`src/rtl/piso_serializer.sv`:
```
// Parallel-in serial-out converter with first/last framing strobes.
// Optional idle gap bits between words; all serial outputs registered.
module piso_serializer #(
    parameter int WIDTH     = 8,
    parameter int CLK_DIV   = 4,
    parameter int MSB_FIRST = 1,
    parameter int GAP_BITS  = 0
) (
    input  logic             clk,
    input  logic             rst,
    input  logic [WIDTH-1:0] in_data,
    input  logic             in_valid,
    output logic             in_ready,
    output logic             ser_data,
    output logic             ser_valid,
    output logic             ser_first,
    output logic             ser_last,
    output logic             busy
);

    localparam int BW      = $clog2(WIDTH);
    localparam int DW      = (CLK_DIV > 1) ? $clog2(CLK_DIV) : 1;
    localparam int GAP_LEN = GAP_BITS * CLK_DIV;
    localparam int GW      = (GAP_LEN > 1) ? $clog2(GAP_LEN) : 1;

    localparam logic [BW-1:0] BIT_LAST = BW'(WIDTH - 1);
    localparam logic [DW-1:0] DIV_LAST = DW'(CLK_DIV - 1);
    localparam logic [GW-1:0] GAP_LAST = GW'((GAP_LEN > 0) ? GAP_LEN - 1 : 0);

    typedef enum logic [1:0] {
        IDLE  = 2'd0,
        SHIFT = 2'd1,
        GAP   = 2'd2
    } state_t;

    state_t           state_q, state_d;
    logic [WIDTH-1:0] sr_q, sr_d;
    logic [BW-1:0]    bit_q, bit_d;
    logic [DW-1:0]    div_q, div_d;
    logic [GW-1:0]    gap_q, gap_d;

    logic ser_data_q, ser_data_d;
    logic ser_valid_q, ser_valid_d;
    logic ser_first_q, ser_first_d;
    logic ser_last_q, ser_last_d;
    logic busy_q, busy_d;

    logic [WIDTH-1:0] sr_shifted;

    assign sr_shifted = (MSB_FIRST != 0) ? {sr_q[WIDTH-2:0], 1'b0}
                                         : {1'b0, sr_q[WIDTH-1:1]};

    // Next-state, counter and handshake logic; outputs derive from next state.
    always_comb begin
        state_d  = state_q;
        sr_d     = sr_q;
        bit_d    = bit_q;
        div_d    = div_q;
        gap_d    = gap_q;
        in_ready = 1'b0;

        unique case (state_q)
            IDLE: begin
                in_ready = 1'b1;
                if (in_valid) begin
                    sr_d    = in_data;
                    bit_d   = '0;
                    div_d   = '0;
                    state_d = SHIFT;
                end
            end
            SHIFT: begin
                if (div_q == DIV_LAST) begin
                    div_d = '0;
                    if (bit_q == BIT_LAST) begin
                        bit_d = '0;
                        if (GAP_BITS > 0) begin
                            gap_d   = '0;
                            state_d = GAP;
                        end else begin
                            in_ready = 1'b1;
                            if (in_valid) begin
                                sr_d = in_data;
                            end else begin
                                state_d = IDLE;
                            end
                        end
                    end else begin
                        bit_d = bit_q + BW'(1);
                        sr_d  = sr_shifted;
                    end
                end else begin
                    div_d = div_q + DW'(1);
                end
            end
            GAP: begin
                if (gap_q == GAP_LAST) begin
                    gap_d   = '0;
                    state_d = IDLE;
                end else begin
                    gap_d = gap_q + GW'(1);
                end
            end
            default: state_d = IDLE;
        endcase

        if (rst) begin
            in_ready = 1'b0;
            state_d  = IDLE;
            sr_d     = '0;
            bit_d    = '0;
            div_d    = '0;
            gap_d    = '0;
        end
    end

    // Registered outputs follow the state being entered.
    always_comb begin
        ser_data_d  = 1'b0;
        ser_valid_d = 1'b0;
        ser_first_d = 1'b0;
        ser_last_d  = 1'b0;
        busy_d      = (state_d != IDLE);
        if (state_d == SHIFT) begin
            ser_data_d  = (MSB_FIRST != 0) ? sr_d[WIDTH-1] : sr_d[0];
            ser_valid_d = 1'b1;
            ser_first_d = (bit_d == '0);
            ser_last_d  = (bit_d == BIT_LAST);
        end
    end

    // State, datapath and output registers.
    always_ff @(posedge clk) begin
        if (rst) begin
            state_q     <= IDLE;
            sr_q        <= '0;
            bit_q       <= '0;
            div_q       <= '0;
            gap_q       <= '0;
            ser_data_q  <= 1'b0;
            ser_valid_q <= 1'b0;
            ser_first_q <= 1'b0;
            ser_last_q  <= 1'b0;
            busy_q      <= 1'b0;
        end else begin
            state_q     <= state_d;
            sr_q        <= sr_d;
            bit_q       <= bit_d;
            div_q       <= div_d;
            gap_q       <= gap_d;
            ser_data_q  <= ser_data_d;
            ser_valid_q <= ser_valid_d;
            ser_first_q <= ser_first_d;
            ser_last_q  <= ser_last_d;
            busy_q      <= busy_d;
        end
    end

    assign ser_data  = ser_data_q;
    assign ser_valid = ser_valid_q;
    assign ser_first = ser_first_q;
    assign ser_last  = ser_last_q;
    assign busy      = busy_q;

endmodule

```
`config.mk`:
```
export PLATFORM = sky130hd
export DESIGN_NAME = piso_serializer
export DESIGN_NICKNAME = d
export VERILOG_FILES = /design/src/rtl/piso_serializer.sv
export SDC_FILE = /design/constraint.sdc
export NUM_CORES = 1
export LEC_CHECK = 0
export BUFFER_PORTS_ARGS = -buffer_cell sky130_fd_sc_hd__buf_2
export CAP_MARGIN = 20
export CORE_MARGIN = 2
export CORE_UTILIZATION = 40
export DETAILED_ROUTE_END_ITERATION = 7
export HOLD_SLACK_MARGIN = 0.12
export SETUP_SLACK_MARGIN = 0.3
export SYNTH_ARGS = -nofsm -noshare
export SYNTH_HDL_FRONTEND = slang
export SYNTH_SLANG_ARGS = --single-unit
export TNS_END_PERCENT = 10
```
`constraint.sdc`:
```
create_clock -name clk -period 1.7 [get_ports clk]
set_input_delay 0.17 -clock clk [delete_from_list [all_inputs] [get_ports clk]]
set_output_delay 0.17 -clock clk [all_outputs]
set_load 0.02 [all_outputs]
```
### After elaboration in Yosys (flattened, before gate mapping)

Cells that the tools add are included.

* register bits: 21
* bits of input ports: 11
* word-level logic and storage cells: 55
* output and inout port bits: 6

* bitwise logic cells: 1
* reductions and logical operators: 7
* muxes and demuxes: 25
* equality and inequality tests: 8
* add/subtract/negate cells: 3

Operators by type and width (count)
* $mux W8: 3
* $mux W2: 8
* $pmux W8 S2: 1
* $mux W3: 4
* $eq A3 B3 Y1 const B: 2
* $pmux W2 S3: 1
* $pmux W3 S2: 1
* $mux W1: 5
* $eq A2 B1 Y1 const B: 2
* $eq A2 B2 Y1 const B: 2
* $ne A2 B2 Y1 const B: 2
* $pmux W2 S2: 1
* $reduce_and A2 Y1: 2
* $reduce_bool A2 Y1: 2
* $add A3 B1 Y3 const B: 1
* $logic_not A3 Y1: 1
* $add A2 B1 Y2 const B: 1
* $logic_not A2 Y1: 1
* $pmux W1 S2: 1
* $reduce_or A2 Y1: 1
* $add A1 B1 Y1 const B: 1
* $not A1 Y1: 1

### Logic depth before layout (Yosys ltp)

Gate-level depths: netlist (run 1).

* depth in word-level cells: 8
* depth in mapped cells: 7
* mapped depth without buffers: 6

### Least setup slack after synthesis (run 1)

No wires, ideal clock.

* path type: register to register
* from: reg bit_q[0]
* to: reg ser_last_q (netlist: ser_last)
* data arrival time: 1.612 ns
* path slack: 0.026 ns
* data required time: 1.639 ns
* stages on the path, launching flop included: 6
* setup time: 0.061 ns
* cell sequence: dfxtp_1 ha_1 ha_1 or3b_1 o311a_1 and4b_1

* longest elaborated chain between the ends: 8

Ends and longest elaborated chain
* start: declaration: line 38 `logic [BW-1:0] bit_q, bit_d;`
* start signal: assignment: line 148 `bit_q <= bit_d;`
* parallel branches: the longest is 8 deep, another holds $add A3 B1 Y3
* end signal: assignment: line 154 `ser_last_q <= ser_last_d;`
* end: declaration: line 45 `logic ser_last_q, ser_last_d;`

Several ways; the timed one is not identified.
A chain may end at the register's enable or synchronous reset.

### Final worst setup path (run 1)

* from: reg bit_q[1]
* to: out in_ready

* longest elaborated chain between the ends: 5

Ends and longest elaborated chain
* $eq A3 B3 Y1: line 75 `if (bit_q == BIT_LAST) begin`
* $mux W1: line 75
* $mux W1: line 73 `if (div_q == DIV_LAST) begin`
* $pmux W1 S2: line 62 `unique case (state_q)`
* $mux W1: line 107 `if (rst) begin`
* end: declaration: line 13 `output logic in_ready,`

Every way passes these cells.

==> results of run 1 <==
-- cell type report --
cell class,count,area (um2),share of cell area
clock buffers,4,36.28,0.02909
inverters,10,37.54,0.03009
multi-input cells,83,584.3,0.4684
flip-flops and latches,20,404.1,0.3240
well taps,28,35.03,0.02808
repair buffers,25,150.1,0.1204
-- logic make-up after synthesis --
kind of cell | Yosys count | share of synthesized area
AND/OR/NAND/NOR | 48 | 0.2684
AO/OA/AOI/OAI | 30 | 0.1948
flip-flops | 20 | 0.4129
buffers and inverters | 17 | 0.07097
adder cells (fa/ha/maj) | 3 | 0.03871
multiplexers | 1 | 0.01032
other | 1 | 0.003867
-- what timing repair did --
item	in CTS	in global routing
endpoints found under the setup margin	17	18
buffers inserted	0	1
pin swaps	0	9
resized for setup	3	16
-- final timing paths --
check,startpoint,endpoint,slack (ns),depth (start not counted)
worst min register to register,sr_q[0]$_SDFFE_PP0P_,sr_q[0]$_SDFFE_PP0P_,0.55,2
worst min-delay path,in_data[0],sr_q[0]$_SDFFE_PP0P_,0.15,3
worst max register to register,bit_q[1]$_SDFF_PP0_,ser_last$_SDFF_PP0_,0.05,5
worst max-delay path,bit_q[1]$_SDFF_PP0_,in_ready,0.05,6
-- cells in the mapped netlist, drive strengths merged --
library cell	instances
dfxtp	20
nand2	16
a21oi	12
nor2	12
inv	10
a22oi	8
o22ai	6
clkbuf	5
ha	3
or3b	3
and2b	2
and3b	2
buf	2
nand2b	2
nor3	2
nor4	2
a311oi	1
and2	1
and4b	1
conb	1
mux2i	1
nand3b	1
nand4	1
nor3b	1
nor4b	1
o21ai	1
o21bai	1
o311a	1
or2	1
-- where the power goes --
| group | total, W | switching [W] | internal [W] |
|---|---|---|---|
| combinational | 0.000127 | 0.0000706 | 0.0000562 |
| clock | 0.000280 | 0.000149 | 0.000131 |
| sequential | 0.000502 | 0.0000150 | 0.000487 |
| total | 0.000909 | 0.000235 | 0.000674 |
-- state kept, by name (all words and copies together) (netlist names) --
register   count
sr_q           8
ser_first      1
ser_data       1
bit_q          3
busy           1
ser_last       1
ser_valid      1
div_q          2
state_q        2
-- metrics by stage --
step	utilization	instance area (um2)
4_1_cts	0.5144	1160
3_5_place_dp	0.4950	1116
2_1_floorplan	-	972.2
3_3_place_gp	0.4950	1116
6_report	0.5533	1247
5_1_grt	0.5533	1247
-- worst max-delay path, stage by stage, from the launching register on --
cell     delay [ns]
dfxtp_2        0.36
ha_4           0.16
ha_4           0.15
buf_4          0.15
a21oi_4        0.14
nor3_2         0.06
buf_4          0.16
-- per-layer routing --
layer / vias up / part of all wire / GRT usage / wire length, um
met3: 4 / 0.034 / 0.03390 / 77
met2: 18 / 0.46 / 0.2695 / 1034
met5: - / 0 / 0 / 0
met4: 0 / 0.015 / 0.07692 / 34
met1: 410 / 0.49 / 0.2274 / 1086
li1: 460 / - / - / -
==> reports/metrics.csv, run 1 <==
stage,metric,value,unit
run_status,status,finished clean,
routing,routed_wl,2232,um
sta,hold_viol_final,0,
setup_path,worstPathArrival,1.48,ns
die,fp.dieW,53.24,um
synth,ys_ff_latch,20,
finish,fin_cells,170,
clock_tree,cts_tree,yes,
pwr,totalPowerFinal,0.0009085,W
synth,syn_avg_cell_area,8.081,um2
sta,fin_crit,1.650,ns
grt,overflow,0,
routing,vias_per_cell,5.247,
pwr,powerDensity,728.3,nW/um2
placement,placedCellCount,165,
die,initial_core_util,0.4301,
min_path,hold_class,input port to flop,
placement,gp_congestion,0.7920,
finish,final_layout_size_suffix_gt1_frac,0.3099,
setup_path,crit_fanout,4,
clock_tree,path_clk_slew,0.11,ns
clock_tree,htree_levels,1,
synth,synth_cell_type_count,32,
setup_path,crit_type,flop to primary output,
sta,clock_skew,0.005209,ns
clock_tree,ctsRootBufferMaster,clkbuf_4,
grt,antenna_found_initial,0,
sta,setup_violations,0,
sta,whs,0.1530,ns
job,maxCapViolCount,0,
sta,period_share,0.9708,
sta,rsz0062_at_grt,true,
sta,fin_ws,0.04966,ns
finish,mostFrequentLayoutCell,dfxtp_1,
routing,final_antenna_net_count,0,
clock_tree,cts_inserted_buffers,3,
grt,gr-usage-all-layers,0.1726,
routing,first_iter_violations,29,
die,core,2255,um2
routing,vias,892,
die,die_y,53.24,um
routing,drt_first_pass_iters,4,
finish,diodes,0,
placement,dp.final_hpwl,1505,um
finish,fin_nets,157,
setup_path,crit_required,1.53,ns
clock_tree,clockBufferDepth,2,
synth,synth_area_leader_cell,dfxtp_1,
synth,syn_inst,120,
pwr,p_leak,0.5093,nW
synth,synth_top_cell_area_share,0.4129,
synth,syn_nets,134,
routing,drcViolationCount,0,
grt,grt_pass1_vias,824,
placement,place_ws,0.02965,ns
sta,fmax,605.9,MHz
die,rows,17,
synth,synthesis.area,969.7,um2
finish,layout_common_cells,"dfxtp_1 (17), nand2_1 (16), buf_2 (15), nor2_1 (12), a21oi_1 (11)",
routing,post_drt_wl_per_cell,13.13,um
synth,ys_seq_area_frac,0.4129,
grt,grt_pass1_wl,3567,um
synth,synth_warnings,0,
clock_tree,cts-hold-fix-buffers,0,
clock_tree,cts.sinks,20,
die,pin_count,17,
sta,finalSetupTns,0,ns
setup_path,end_kind,primary output,
setup_path,start_kind,flop,
sta,report.final.slew_viol_count,0,
die,dieArea,2834,um2
placement,port_buffers,16,
synth,synthTopCellsByArea,"dfxtp_1 (41%), a21oi_1 (6.2%), a22oi_1 (6.2%), nand2_1 (6.2%), nor2_1 (4.6%)",
finish,syn2layout_area_growth,28.65,%
finish,nFillCells,224,
clock_tree,insertion_delay,0.31,ns
grt,grt_max_degree,20,
pwr,peakVddDrop,415.0,uV
Note: power is estimated with default switching activity, not from simulation.
==> run 2, diff against run 1 <==
--- a/config.mk
+++ b/config.mk
@@ -7,10 +7,14 @@
 export LEC_CHECK = 0
 export BUFFER_PORTS_ARGS = -buffer_cell sky130_fd_sc_hd__buf_2
 export CAP_MARGIN = 20
+export CELL_PAD_IN_SITES_DETAIL_PLACEMENT = 1
+export CELL_PAD_IN_SITES_GLOBAL_PLACEMENT = 1
 export CORE_MARGIN = 2
-export CORE_UTILIZATION = 40
+export CORE_UTILIZATION = 35
 export DETAILED_ROUTE_END_ITERATION = 7
 export HOLD_SLACK_MARGIN = 0.12
+export PLACE_DENSITY_LB_ADDON = 0.1
+export RECOVER_POWER = 100
 export SETUP_SLACK_MARGIN = 0.3
 export SYNTH_ARGS = -nofsm -noshare
 export SYNTH_HDL_FRONTEND = slang
==> run 2 against run 1 <==
Combinational power about the same. Clock power shrank 20%. Total power shrank 6.2%. Critical path type is now flop to flop. Highest routed layer unchanged. Via count grew 3.5%. Fmax decreased by 0.61%. Die area grew 13%. Clock-buffer cell count down 1.
==> reports/metrics.csv, run 2 (synthesis gave the netlist of run 1 again) <==
stage,metric,value,unit,change
pwr,powerDensity,690.5,nW/um2,-5.2%
setup_path,crit_start,bit_q[0]$_SDFF_PP0_,,
sta,fmax,602.2,MHz,-0.61%
setup_path,max_stage_delay,0.37,ns,about the same
setup_path,critPathSlowestCell,or3b_4,,
finish,final_layout_size_suffix_gt1_frac,0.2887,,-0.02113
min_path,hold_class,input port to flop,,
pwr,netSwitchingFraction,0.2682,,+0.009968
routing,first_iter_violations,26,,-10%
clock_tree,ctsRootBufferMaster,clkbuf_4,,
finish,syn2layout_area_growth,27.23,%,
finish,fin_cells,173,,+1.8%
routing,vias,923,,+3.5%
sta,report.final.slew_viol_count,0,,unchanged
sta,hold_viol_final,0,,unchanged
finish,fin_area,1234,um2,-1.1%
finish,layout_common_cells,"nand2_1 (16), dfxtp_1 (16), nor2_1 (12), a21oi_1 (11), buf_2 (11)",,
placement,dpl-instance-area,1135,um2,+1.7%
pwr,p_switching,0.0002284,W,-2.6%
placement,place_ws,-0.001381,ns,-0.03103 ns
clock_tree,cts_setup_buffers,0,,unchanged
setup_path,end_kind,flop,,
finish,reg_top3,"sr_q: 8 flops, bit_q: 3 flops",,
min_path,whs_endpoint,sr_q[0]$_SDFFE_PP0P_,,
die,die_y,56.64,um,+6.4%
die,initial_core_util,0.3610,,-0.06911
finish,nFillCells,330,,+47%
clock_tree,clockBufferDepth,2,,unchanged
grt,grt_pass1_wl,4215,um,+18%
die,rows,19,,+2
setup_path,start_kind,flop,,
setup_path,worstPathArrival,1.90,ns,+0.42 ns
die,core,2686,um2,+19%
run_status,status,finished clean,,
placement,dp.final_hpwl,1744,um,+16%
sta,period_share,0.9768,,+0.005986
sta,finalSetupTns,0,ns,unchanged
placement,placedCellCount,170,,+3.0%
pwr,power_frac_comb,0.147,,+0.007
routing,vias_per_cell,5.335,,+1.7%
setup_path,worst_path_most_repeated_cell,ha_4,,
placement,port_buffers,16,,unchanged
grt,antenna_found_initial,0,,unchanged
sta,fin_crit,1.661,ns,+0.01018 ns
die,pin_count,17,,unchanged
grt,grt_pass1_vias,952,,+16%
clock_tree,cts_inserted_buffers,3,,unchanged
finish,fin_nets,158,,+0.64%
job,maxCapViolCount,0,,unchanged
finish,regMostFlops,sr_q,,
setup_path,worstReg2RegStart,bit_q[0]$_SDFF_PP0_,,
pwr,p_int,0.0006234,W,-7.5%
clock_tree,insertion_delay,0.29,ns,-0.02 ns
finish,multi_input_area,584.3,um2,unchanged
pwr,clkPwrFrac,0.263,,-0.045
sta,setup_violations,0,,unchanged
routing,final_antenna_net_count,0,,unchanged
die,dieArea,3208,um2,+13%
setup_path,reg2reg_slack,0.04,ns,about the same
finish,largest_reg_flops,8,,unchanged
clock_tree,cts_tree,yes,,
min_path,min-delay-start,in_data[0],,
pwr,pwr-share-seq,0.591,,+0.039
sta,rsz0062_at_grt,true,,
routing,post_drt_wl_per_cell,14.28,um,+8.8%
clock_tree,path_clk_slew,0.11,ns,about the same
sta,fin_ws,0.03948,ns,-0.01018 ns
finish,utilization,0.4592,,-0.09403
setup_path,crit_fanout,3,,-1
finish,diodes,0,,unchanged
placement,gp_congestion,0.7210,,-9.0%
setup_path,crit_type,flop to flop,,
finish,layout.area.seq,405.4,um2,+0.31%
pwr,peakVddDrop,423.3,uV,+2.0%
routing,routed_wl,2471,um,+11%
routing,drt_first_pass_iters,4,,unchanged
grt,grt_max_degree,20,,unchanged
setup_path,r2r_cells,5,,unchanged
sta,clock_skew,0.003442,ns,-0.001767 ns
setup_path,path_cells,ha_4 > ha_4 > or3b_4 > o311a_1 > and4b_1,,
clock_tree,htree_levels,1,,unchanged
setup_path,crit_required,1.94,ns,+0.41 ns
grt,gr-usage-all-layers,0.1653,,-0.007268
clock_tree,cts.sinks,20,,unchanged
die,fp.dieW,56.64,um,+6.4%
pwr,p_leak,0.4843,nW,-4.9%
min_path,hold_depth,3,,unchanged
setup_path,r2r_end,ser_last$_SDFF_PP0_,,
grt,overflow,0,,unchanged
routing,drcViolationCount,0,,unchanged
==> run 2: cell count changes in the layout (fill, tap and decap cells not counted), moves of 2 or more <==
cell      previous run  this run
buf_4               10         7
buf_2               15        11
a22oi_1              7         5
a22oi_2              1         3
clkbuf_1             0         7
==> run 2: cell type report <==
cell class,instances,area share
flip-flops and latches,20,0.3286
clock buffers,3,0.01826
inverters,10,0.03043
repair buffers,26,0.1176
multi-input cells,83,0.4736
well taps,31,0.03144
==> run 2: power by group through the flow <==
| stage | logic (W) | clock network (W) | registers, W |
|---|---|---|---|
| after detailed placement | 0.000120 | 0 | 0.000511 |
| after global routing | 0.000141 | 0.000256 | 0.000506 |
| after global placement | 0.000117 | 0 | 0.000510 |
| after floorplan | 0.0000726 | 0 | 0.000512 |
| final | 0.000125 | 0.000224 | 0.000503 |
| after CTS | 0.000130 | 0.000241 | 0.000504 |
==> run 2: how the worst max path moves through the flow <==
| stage | endpoint | slack (ns) | cells after the start |
|---|---|---|---|
| floorplan | ser_last$_SDFF_PP0_ | 0.06 | 5 |
| global placement | sr_q[1]$_SDFFE_PP0P_ | 0.04 | 5 |
| detailed placement | sr_q[1]$_SDFFE_PP0P_ | -0.001 | 5 |
| CTS | ser_last$_SDFF_PP0_ | 0.04 | 5 |
| global route | ser_last$_SDFF_PP0_ | 0.006 | 5 |
| finish | ser_last$_SDFF_PP0_ | 0.04 | 5 |
==> run 2: routing by layer <==
layer / global-route usage / vias up / routed length, um
met5: 0 / - / 0
met1: 0.2083 / 450 / 1140
met3: 0.02074 / 2 / 57
met4: 0.03061 / 0 / 15
li1: - / 462 / -
met2: 0.3007 / 9 / 1257
==> run 2: metrics by stage <==
stage / hold WS, ns / power, W
final: 0.1956 / 0.0008519
after global routing: 0.2247 / 0.0009028
after CTS: 0.1971 / 0.0008743
after detailed placement: 0.4886 / 0.0006310
after global placement: 0.4804 / 0.0006271
after floorplan: 0.2493 / 0.0005844
==> run 2: critical path: cells and delay by family, from the launching register on <==
kind / cells / cell delay (ns)
simple gates: 2 / 0.61
flops: 1 / 0.36
fa+ha+maj: 2 / 0.31
compound gates: 1 / 0.32
==> run 2: timing repair <==
item / 4_1_cts / 5_1_grt
resized for setup: 21 / 5
hold buffers: 0 / 0
pin swaps: 16 / 2
setup endpoints to repair: 19 / 17
